`src/rtl/reg_file_arbiter.sv`:
```
// Round-robin arbiter sharing one single-port register file between
// requesters A and B; one access at a time, read data via rvalid pulse.
module reg_file_arbiter #(
    parameter int DATA_W = 32,
    parameter int ADDR_W = 5
) (
    input  logic              CLK,
    input  logic              reset,
    input  logic              a_req,
    input  logic              a_we,
    input  logic [ADDR_W-1:0] a_addr,
    input  logic [DATA_W-1:0] a_wdata,
    input  logic              b_req,
    input  logic              b_we,
    input  logic [ADDR_W-1:0] b_addr,
    input  logic [DATA_W-1:0] b_wdata,
    output logic              a_gnt,
    output logic              b_gnt,
    output logic              a_rvalid,
    output logic              b_rvalid,
    output logic [DATA_W-1:0] rdata,
    output logic              rf_we,
    output logic              rf_re,
    output logic [ADDR_W-1:0] rf_addr,
    output logic [DATA_W-1:0] rf_wdata,
    input  logic [DATA_W-1:0] rf_rdata,
    output logic              busy
);

    typedef enum logic [1:0] {
        IDLE  = 2'd0,
        WRITE = 2'd1,
        READ  = 2'd2,
        RESP  = 2'd3
    } state_t;

    state_t state;
    state_t state_nx;

    // prio/owner/win: 0 selects A, 1 selects B
    logic              prio;
    logic              owner;
    logic [ADDR_W-1:0] lat_addr;
    logic [DATA_W-1:0] lat_wdata;

    logic              any_req;
    logic              win;
    logic              sel_we;
    logic [ADDR_W-1:0] sel_addr;
    logic [DATA_W-1:0] sel_wdata;
    logic              take;

    assign any_req   = a_req | b_req;
    assign win       = (a_req & b_req) ? prio : ~a_req;
    assign sel_we    = win ? b_we    : a_we;
    assign sel_addr  = win ? b_addr  : a_addr;
    assign sel_wdata = win ? b_wdata : a_wdata;
    assign take      = (state == IDLE) & any_req;

    always_ff @(posedge CLK or negedge reset) begin
        if (!reset) begin
            state <= IDLE;
        end else begin
            state <= state_nx;
        end
    end

    always_ff @(posedge CLK or negedge reset) begin
        if (!reset) begin
            prio      <= 1'b0;
            owner     <= 1'b0;
            lat_addr  <= '0;
            lat_wdata <= '0;
        end else if (take) begin
            prio      <= ~win;
            owner     <= win;
            lat_addr  <= sel_addr;
            lat_wdata <= sel_we ? sel_wdata : '0;
        end
    end

    // rvalid is a single-cycle pulse overlapping the following IDLE
    always_ff @(posedge CLK or negedge reset) begin
        if (!reset) begin
            rdata    <= '0;
            a_rvalid <= 1'b0;
            b_rvalid <= 1'b0;
        end else begin
            a_rvalid <= 1'b0;
            b_rvalid <= 1'b0;
            if (state == RESP) begin
                rdata    <= rf_rdata;
                a_rvalid <= ~owner;
                b_rvalid <= owner;
            end
        end
    end

    always_comb begin
        state_nx = state;
        a_gnt    = 1'b0;
        b_gnt    = 1'b0;
        rf_we    = 1'b0;
        rf_re    = 1'b0;
        rf_addr  = '0;
        rf_wdata = '0;
        busy     = 1'b1;
        unique case (state)
            IDLE: begin
                busy = 1'b0;
                if (any_req) begin
                    state_nx = sel_we ? WRITE : READ;
                end
            end
            WRITE: begin
                rf_we    = 1'b1;
                rf_addr  = lat_addr;
                rf_wdata = lat_wdata;
                a_gnt    = ~owner;
                b_gnt    = owner;
                state_nx = IDLE;
            end
            READ: begin
                rf_re    = 1'b1;
                rf_addr  = lat_addr;
                a_gnt    = ~owner;
                b_gnt    = owner;
                state_nx = RESP;
            end
            RESP: begin
                state_nx = IDLE;
            end
            default: begin
                state_nx = IDLE;
            end
        endcase
    end

endmodule

```
`config.mk`:
```
export PLATFORM = sky130hd
export DESIGN_NAME = reg_file_arbiter
export DESIGN_NICKNAME = d
export VERILOG_FILES = /design/src/rtl/reg_file_arbiter.sv
export SDC_FILE = /design/constraint.sdc
export NUM_CORES = 1
export LEC_CHECK = 0
export CAP_MARGIN = 10
export CORE_MARGIN = 1
export CORE_UTILIZATION = 40
export CTS_BUF_LIST = sky130_fd_sc_hd__clkbuf_16
export CTS_CLUSTER_SIZE = 10
export DETAILED_ROUTE_END_ITERATION = 7
export PLACE_DENSITY = 0.82
export SLEW_MARGIN = 10
export SYNTH_ARGS = -nofsm -noshare
export SYNTH_HDL_FRONTEND = slang
export SYNTH_SLANG_ARGS = --single-unit
```
`constraint.sdc`:
```
create_clock -name CLK -period 2 [get_ports CLK]
set_clock_uncertainty 0.05 [all_clocks]
set_input_delay 0.3 -clock CLK [delete_from_list [all_inputs] [get_ports CLK]]
set_output_delay 0.3 -clock CLK [all_outputs]
set_load 0.005 [all_outputs]
```
# --- Yosys cells after proc, flatten, opt, wreduce, memory -nomap -nowiden ---
# Cells that the tools add are included.
classes:
  bitwise_logic: 6
  n_reduce_logical: 3
  eq_ne: 4
  mux: 17
ops:
  columns: ["operator", "count"]
  rows:
  - ["2-to-1 mux 32 bit", 3]
  - ["2-to-1 mux 5 bit", 2]
  - ["2-to-1 mux 1 bit", 9]
  - ["case mux 2 bit (3 select lines)", 1]
  - ["== test 2 bit (second input constant)", 2]
  - ["2-to-1 mux 2 bit", 2]
  - ["OR reduction 2 bit", 2]
  - ["inverter 1 bit", 3]
  - ["AND 1 bit", 2]
  - ["== test 2 x 1 -> 1 bit (second input constant)", 1]
  - ["logical NOT 2 bit", 1]
  - ["!= test 2 bit (second input constant)", 1]
  - ["OR 1 bit", 1]
word_totals:
  out_inout_bits: 76
  inputBits: 112
  reg_bits: 75

# --- Longest topological paths before layout ---
# Gate-level depths: netlist of the first run.
logic_depth:
  ltp_word: 6
  ltp_mapped: 7

# --- Least setup slack after synthesis of the first run ---
# No wires, ideal clock.
synth_timing:
  kind: "register to register"
  start: "reg state[0]"
  end: "reg rdata[23]"
  t_arrival_ns: 1.415
  t_required_ns: 1.825
  slack_ns: 0.410
  path_stages_with_launch: 5
  setup_time_ns: 0.125
  path_buffers: 2
  path_cell_list: "dfrtp_1 ha_1 clkbuf_1 clkbuf_1 mux2_2"
synth_between:
  elab_chain_cells: 1
synth_lines:
  columns: ["item", "line", "text"]
  rows:
  - ["start: declaration", "37", "state_t state;"]
  - ["start signal: assignment", "64", "state <= state_nx;"]
  - ["== test 2 bit", "91", "if (state == RESP) begin"]
  - ["end signal: assignment", "92", "rdata <= rf_rdata;"]
  - ["end: declaration", "21", "output logic [DATA_W-1:0] rdata,"]
# Every way passes these cells.
# A chain may end at the register's enable or synchronous reset.

# --- Worst setup path in the final report of the first run ---
layout_timing:
  start: "reg state[0]"
  end: "out rf_wdata[1]"
layout_between:
  elab_chain_cells: 2
layout_lines:
  columns: ["item", "line", "text"]
  rows:
  - ["== test 2 x 1 -> 1 bit", "108", "unique case (state)"]
  - ["2-to-1 mux 32 bit", "108", null]
  - ["end: declaration", "25", "output logic [DATA_W-1:0] rf_wdata,"]
# Every way passes these cells.

==> key figures, run 1 <==
Run status
  – Outcome: finished with violations
  – Failing checks: negative setup slack

Pwr
  – Pwr Density: 1350 mW/mm2
  – LEAKAGE: 2.87 nW
  – Sequential power share: 32.3%
  – Gate power share: 45.1%
  – P_sw: 2.45 mW
  – Tot Pwr: 8.13 mW
  – Clock share of power: 22.6%
  – Sw Ratio: 30.2%
  – Max VDD drop: 0.000740 V
  – Pint: 5.67 mW

Setup path
  – WS Path Type: reg2out
  – R2r setup slk: 0.43 ns
  – CP peak stage delay: 0.40 ns
  – Slowest cell on crit path: dfrtp_1
  – Max FO, Critical Path: 9
  – CP arrival: 1.67 ns
  – Worst r2r src: state[0]
  – Worst setup SP type: flip-flop
  – Crit path launch: state[0]
  – Crit path top cell by count: buf_6
  – CP Capture Type: output pin
  – CP Cell Sequence: buf_6 > ha_4 > buf_12 > buf_6 > and2_1 > dlygate4sd2_1
  – Required time worst endpoint: 1.65 ns

STA
  – Worst rel slew slack: 67.2%
  – Final hold vios: 0
  – Setup TNS: -0.0779 ns
  – Final-report max-slew violation count: 0
  – Shortest period the worst path allows: 2.02 ns
  – Finish-stage setup viols: 6
  – Fin worst setup slack: -0.0215 ns
  – Crit share post-route: 101%
  – Fmax: 495 MHz
  – RSZ-0062 raised after global routing: yes
  – Final hold slack: 0.415 ns
  – Least-Margin Pin Slew: 0.493 ns

Global routing
  – Number of global-route vias before repair: 3,079
  – GRT Total Usage: 21.2%
  – GRT overflow: 0
  – Antenna violations before repair: 0
  – First-pass GRT wire length: 14.9 mm
  – Largest net degree at the start of global routing: 41

Drt
  – Vias: 3,020
  – Detail Route Antenna Nets: 0
  – Avg Vias per Cell: 5.00
  – Final WL: 9.77 mm
  – 1st-iter DRT viols: 90
  – First-pass DRT Iterations: 4
  – Average wire per standard cell: 16.2 um
  – DR DRC count: 0

Synthesis
  – Mapped Cells: 299
  – Synth unique cells: 25
  – Yosys Warn Count: 0
  – Syn Area/Cell: 11.9 um2
  – Sequential area share after synthesis: 52.9%
  – Mapped Area: 0.00355 mm2
  – Syn Nets: 415
  – Seq cells post-synth: 75

Finish
  – Fin cells: 604
  – Synth-to-layout area growth: 69.8%
  – Final nets: 611
  – ANT cells: 0
  – Share of layout cells above drive strength 1: 16.4%

Floorplan
  – Die Y: 96.2 um
  – Die area: 0.00924 mm2
  – Die width: 96.2 um
  – Core area: 0.00838 mm2
  – Ports: 188
  – Site Rows: 33
  – Initial core utilization: 42.3%

Clocking
  – Clock sink count: 75
  – CTS buffer count: 9
  – H-tree depth: 3
  – CTS Buffer Depth: 2
  – Worst-path clk slew: 0.06 ns
  – CTS tree: yes
  – Worst skew pair latency: 0.32 ns
  – Root Driver: clkbuf_16

Place
  – Final Wtd Congestion: 0.761
  – Placed cells: 581
  – IO buf count: 187
  – Dpl hpwl: 7.20 mm

Min path
  – Hold Crit Start: lat_wdata[4]
  – Hold Path Class: reg2reg

Run
  – Max-cap viol count: 0
==> sequential cells by signal, summed over array words and instances, names as in the netlist <==
name       count
lat_wdata     32
rdata         32
lat_addr       5
state          2
a_rvalid       1
b_rvalid       1
owner          1
prio           1
==> Yosys cell counts <==
library cell | number | area (um2)
a21boi_4 | 1 | 18.8
a21o_1 | 1 | 7.51
a21oi_1 | 1 | 5.00
a221o_1 | 5 | 50.1
a31o_2 | 1 | 8.76
a31oi_1 | 2 | 12.5
a32oi_1 | 1 | 8.76
a32oi_2 | 1 | 16.3
and2_1 | 39 | 244
and3_1 | 5 | 31.3
buf_2 | 8 | 40.0
buf_4 | 2 | 15.0
buf_6 | 2 | 22.5
clkbuf_1 | 10 | 37.5
dfrtp_1 | 75 | 1880
ha_1 | 4 | 50.1
inv_1 | 3 | 11.3
mux2_2 | 32 | 360
mux2i_1 | 32 | 320
nand2_1 | 34 | 128
nand2b_1 | 1 | 6.26
nor2_1 | 3 | 11.3
nor2b_1 | 3 | 18.8
o21ai_0 | 1 | 5.00
o31ai_1 | 32 | 240
==> repair_timing <==
item,in CTS,in global routing
buffers inserted,2,5
endpoints found under the hold margin,35,0
gates resized for setup,34,33
hold buffers,1,0
setup endpoints to repair,41,15
==> path summary, 6_finish.rpt <==
path | endpoint | cells past startpoint
max in group asynchronous | lat_addr[0] | 3
min in group asynchronous | lat_wdata[26] | 2
worst max register to register | lat_addr[3] | 5
worst min register to register | lat_wdata[4] | 2
worst min-delay path | lat_wdata[4] | 2
worst max-delay path | rf_wdata[1] | 6
==> cell type report <==
cell class / count / area [um2]
Sequential cell: 75 / 1880
Tap cell: 105 / 131
Clock buffer: 9 / 225
Multi-Input combinational cell: 199 / 1580
Timing Repair Buffer: 207 / 2080
Inverter: 3 / 11.3
Fill cell: 619 / 2360
Clock inverter: 6 / 115
==> critical path, delay by kind of cell (launching register included) <==
kind / cells / cell delay, ns
buffers and inverters: 4 / 0.66
flip-flops: 1 / 0.40
adder cells (fa/ha/maj): 1 / 0.17
AND/OR/NAND/NOR: 1 / 0.13
==> per-layer routing <==
metal	GRT usage [%]	vias to the layer above	wire [um]
met4	6.34	0	70
met1	25.0	1441	3970
met5	0	-	0
li1	-	1446	-
met3	4.50	4	784
met2	38.5	129	4950
==> cell usage in the layout, fill, tap and decap left out <==
cell type          n
inv_2              1
ha_4               2
buf_6              2
dfrtp_1           75
o31ai_1           32
bufinv_16          3
clkbuf_16          9
nor2_1             3
clkdlybuf4s15_1    3
a21oi_1            1
a21boi_4           1
inv_1              2
o21ai_2            1
a32oi_2            1
clkdlybuf4s50_1  147
a32oi_1            1
ha_1               2
mux2_2            32
a21o_1             1
nand2_1           34
a31o_2             1
and2_1            37
dlymetal6s2s_1    14
buf_12             5
and3_1             5
and2_4             2
clkinvlp_4         1
a31oi_1            2
buf_4             12
nand2b_1           1
clkbuf_2           6
nor2b_1            3
dlygate4sd3_1      1
mux2i_1           32
buf_8              1
clkinv_4           2
dlygate4sd2_1     16
a221o_1            5
==> stage by stage <==
stage	area (um2)	utilization [%]	setup WS, ns
final	6020	71.8	-0.0215
after global routing	6020	71.8	-0.0628
after CTS	5950	71.0	-0.122
after detailed placement	5580	66.5	0.0261
after global placement	5580	66.5	0.0963
after floorplan	3550	-	0.410
==> power groups by stage <==
| stage | logic (mW) | clock network (mW) | registers (mW) |
|---|---|---|---|
| 2_1_floorplan | 1.66 | 0 | 2.59 |
| 5_1_grt | 4.00 | 1.92 | 2.72 |
| 4_1_cts | 3.64 | 1.87 | 2.63 |
| 6_report | 3.67 | 1.84 | 2.62 |
| 3_5_place_dp | 3.59 | 0 | 2.66 |
| 3_3_place_gp | 3.50 | 0 | 2.60 |
==> cells by family (layout without fill, tap and decap cells) <==
family                     after synthesis  in the layout  share of synthesized area, %
AOI/OAI and AO/OA                       46             46                          10.5
adders and majority gates                4              4                          1.41
buffers and inverters                   25            225                          3.56
DFF                                     75             75                          52.9
muxes                                   64             64                          19.2
and+or+nand+nor                         85             85                          12.4
Note: power is estimated with default switching activity, not from simulation.
==> run 2: changes to the inputs <==
--- a/config.mk
+++ b/config.mk
@@ -5,13 +5,14 @@
 export SDC_FILE = /design/constraint.sdc
 export NUM_CORES = 1
 export LEC_CHECK = 0
+export ABC_AREA = 1
 export CAP_MARGIN = 10
 export CORE_MARGIN = 1
 export CORE_UTILIZATION = 40
 export CTS_BUF_LIST = sky130_fd_sc_hd__clkbuf_16
 export CTS_CLUSTER_SIZE = 10
 export DETAILED_ROUTE_END_ITERATION = 7
-export PLACE_DENSITY = 0.82
+export PLACE_DENSITY = 0.8
 export SLEW_MARGIN = 10
 export SYNTH_ARGS = -nofsm -noshare
 export SYNTH_HDL_FRONTEND = slang
==> run 2 against run 1 <==
Net effect: the run now ends clean; largest power group unchanged; critical endpoint is now rf_wdata[23]; critical path type unchanged; flip-flop and latch count stayed put; highest routed layer unchanged; die area is 5.5% higher; wire length is 19% higher.
==> key figures, run 2 <==
Drt
  – Vias: 4,050
  – First-pass DRT Iterations: 4
  – Detail Route Antenna Nets: 0
  – Avg Vias per Cell: 4.84
  – Final WL: 11.7 mm
  – DR DRC count: 0
  – 1st-iter DRT viols: 185
  – Average wire per standard cell: 14.0 um

Synthesis
  – Syn Nets: 641
  – Synth Flop Type: dfrtp_1
  – Synth unique cells: 14
  – Synth top area share: 50.1%
  – Commonest cells post-synth: 282 x nand2_1, 78 x nand3_1, 75 x dfrtp_1
  – Fraction of registers with async set or reset after synthesis: 100%
  – Cell taking the most area after synthesis: dfrtp_1
  – Seq cells post-synth: 75
  – Number of flops mapped to enable cells by yosys: 0
  – Ranking of synthesized cells by area: dfrtp_1 50%, nand2_1 28%, nand3_1 10%
  – Mapped Cells: 525
  – Mapped Area: 0.00374 mm2
  – Sequential area share after synthesis: 50.1%
  – Yosys Warn Count: 0
  – Most frequent cell after synthesis: nand2_1
  – Syn Area/Cell: 7.13 um2

STA
  – Finish-stage setup viols: 0
  – Final hold vios: 0
  – Final-report max-slew violation count: 0
  – Worst rel slew slack: 68.3%
  – Crit share post-route: 98.4%
  – Fmax: 508 MHz
  – Fin worst setup slack: 0.0315 ns
  – Shortest period the worst path allows: 1.97 ns
  – RSZ-0062 raised after global routing: yes
  – Least-Margin Pin Slew: 0.476 ns

Pwr
  – Sequential power share: 33.9%
  – P_sw: 2.80 mW
  – LEAKAGE: 3.75 nW
  – Max VDD drop: 0.000536 V
  – Clock share of power: 20.3%
  – Sw Ratio: 35.4%
  – Pwr Density: 1270 mW/mm2
  – Gate power share: 45.8%
  – Tot Pwr: 7.91 mW
  – Pint: 5.11 mW

Finish
  – Largest registers: lat_wdata x32, rdata x32, lat_addr x5
  – Most common cell after layout, fill and taps aside: nand2_1
  – Share of layout cells above drive strength 1: 10.0%
  – Synth-to-layout area growth: 65.8%
  – Fin cells: 836
  – Finished Cell Area: 0.00621 mm2
  – Commonest non-fill, non-tap cells in the layout: 278 x nand2_1, 145 x clkdlybuf4s50_1, 78 x nand3_1, 75 x dfrtp_1, 43 x inv_1
  – ANT cells: 0
  – Final nets: 839
  – Fin util: 69.8%
  – Fill cells: 717

Setup path
  – CP arrival: 1.62 ns
  – WS Path Type: reg2out
  – Worst setup SP type: flip-flop
  – Required time worst endpoint: 1.65 ns
  – Max FO, Critical Path: 5
  – CP Capture Type: output pin

Floorplan
  – Die width: 98.8 um
  – Initial core utilization: 42.1%
  – Die Y: 98.8 um
  – Die area: 0.00975 mm2
  – Core area: 0.00889 mm2
  – Site Rows: 34
  – Ports: 188

Clocking
  – Clock sink count: 75
  – H-tree depth: 3
  – CTS buffer count: 9
  – Worst-path clk slew: 0.06 ns
  – CTS Buffer Depth: 2
  – Root Driver: clkbuf_16
  – CTS tree: yes
  – Worst skew pair latency: 0.32 ns

Global routing
  – Number of global-route vias before repair: 3,903
  – GRT Total Usage: 24.2%
  – Largest net degree at the start of global routing: 41
  – Antenna violations before repair: 0
  – First-pass GRT wire length: 18.7 mm
  – GRT overflow: 0

Place
  – Worst slack, placed: 0.109 ns
  – IO buf count: 187
  – Final Wtd Congestion: 0.795
  – Placed cells: 806
  – Dpl hpwl: 8.37 mm
  – Dpl cell area: 0.00576 mm2

Run status
  – Outcome: complete, no violations

Min path
  – Hold Path Class: in2async

Run
  – Max-cap viol count: 0
-- run 2: cell count changes after synthesis, sizes merged, moves of 32 or more --
cell	previous run	this run
nand2	34	285
nand3	0	78
inv	3	45
mux2	32	0
and2	39	0
o31ai	32	0
mux2i	32	0
-- run 2: logic make-up (layout without fill, tap and decap cells) --
kind of cell    count (synthesis)  count (layout)  synth area share (%)
simple gates                  367             367                  39.7
compound gates                  2               2                 0.367
flops                          75              75                  50.1
fa+ha+maj                       4               4                  1.34
buf+inv                        77             280                  8.49
-- run 2: worst max-delay path: stages (launching register included) --
cell	delay, ns
dfrtp_1	0.40
buf_6	0.13
ha_4	0.17
buf_4	0.13
buf_6	0.12
nand2_1	0.05
inv_1	0.03
dlygate4sd2_1	0.25
-- run 2: area by class of cell --
class | count | area (um2) | share of cell area [%]
Timing Repair Buffer | 219 | 2140 | 34.5
Sequential cell | 75 | 1880 | 30.2
Multi-Input combinational cell | 373 | 1590 | 25.5
Clock buffer | 9 | 225 | 3.63
Inverter | 45 | 169 | 2.72
Tap cell | 108 | 135 | 2.18
Clock inverter | 7 | 75.1 | 1.21
-- run 2: layer usage --
| layer | part of all wire (%) | track usage (%) | vias to the layer above |
|---|---|---|---|
| met5 | 0 | 0 | - |
| met4 | 2.9 | 11.3 | 0 |
| met3 | 4.1 | 3.05 | 23 |
| met2 | 52 | 42.8 | 124 |
| met1 | 41 | 29.4 | 1913 |
| li1 | - | - | 1990 |
-- run 2: worst paths after layout --
check	slack (ns)	cells past startpoint	from	endpoint
max in group asynchronous	0.90	3	reset	rdata[27]
min in group CLK	0.42	2	rdata[24]	rdata[24]
setup reg to reg	0.46	7	state[0]	rdata[21]
hold / removal	0.42	2	reset	lat_addr[0]
setup / recovery	0.03	7	state[0]	rf_wdata[23]
hold reg to reg	0.42	2	rdata[24]	rdata[24]
-- run 2: what timing repair did --
| item | CTS | global route |
|---|---|---|
| setup endpoints to repair | 40 | 32 |
| pin swaps | 1 | 2 |
| gates resized for setup | 32 | 55 |
| gates cloned | 1 | 0 |
| hold buffers | 1 | 0 |
| endpoints found under the hold margin | 35 | 0 |
| buffers inserted | 7 | 5 |
-- run 2: power groups by stage --
stage | Sequential, mW | Clock [mW] | Combinational [mW]
final | 2.68 | 1.60 | 3.62
after global routing | 2.77 | 1.71 | 4.00
after CTS | 2.67 | 1.64 | 3.61
after detailed placement | 2.69 | 0 | 3.44
after global placement | 2.66 | 0 | 3.34
after floorplan | 2.64 | 0 | 1.55
-- run 2: through the flow --
stage | TNS (ns) | hold slack (ns)
finish | 0 | 0.416
global route | -0.108 | 0.449
CTS | -1.91 | 0.424
detailed placement | 0 | 0.240
global placement | 0 | 0.236
floorplan | 0 | -0.0456
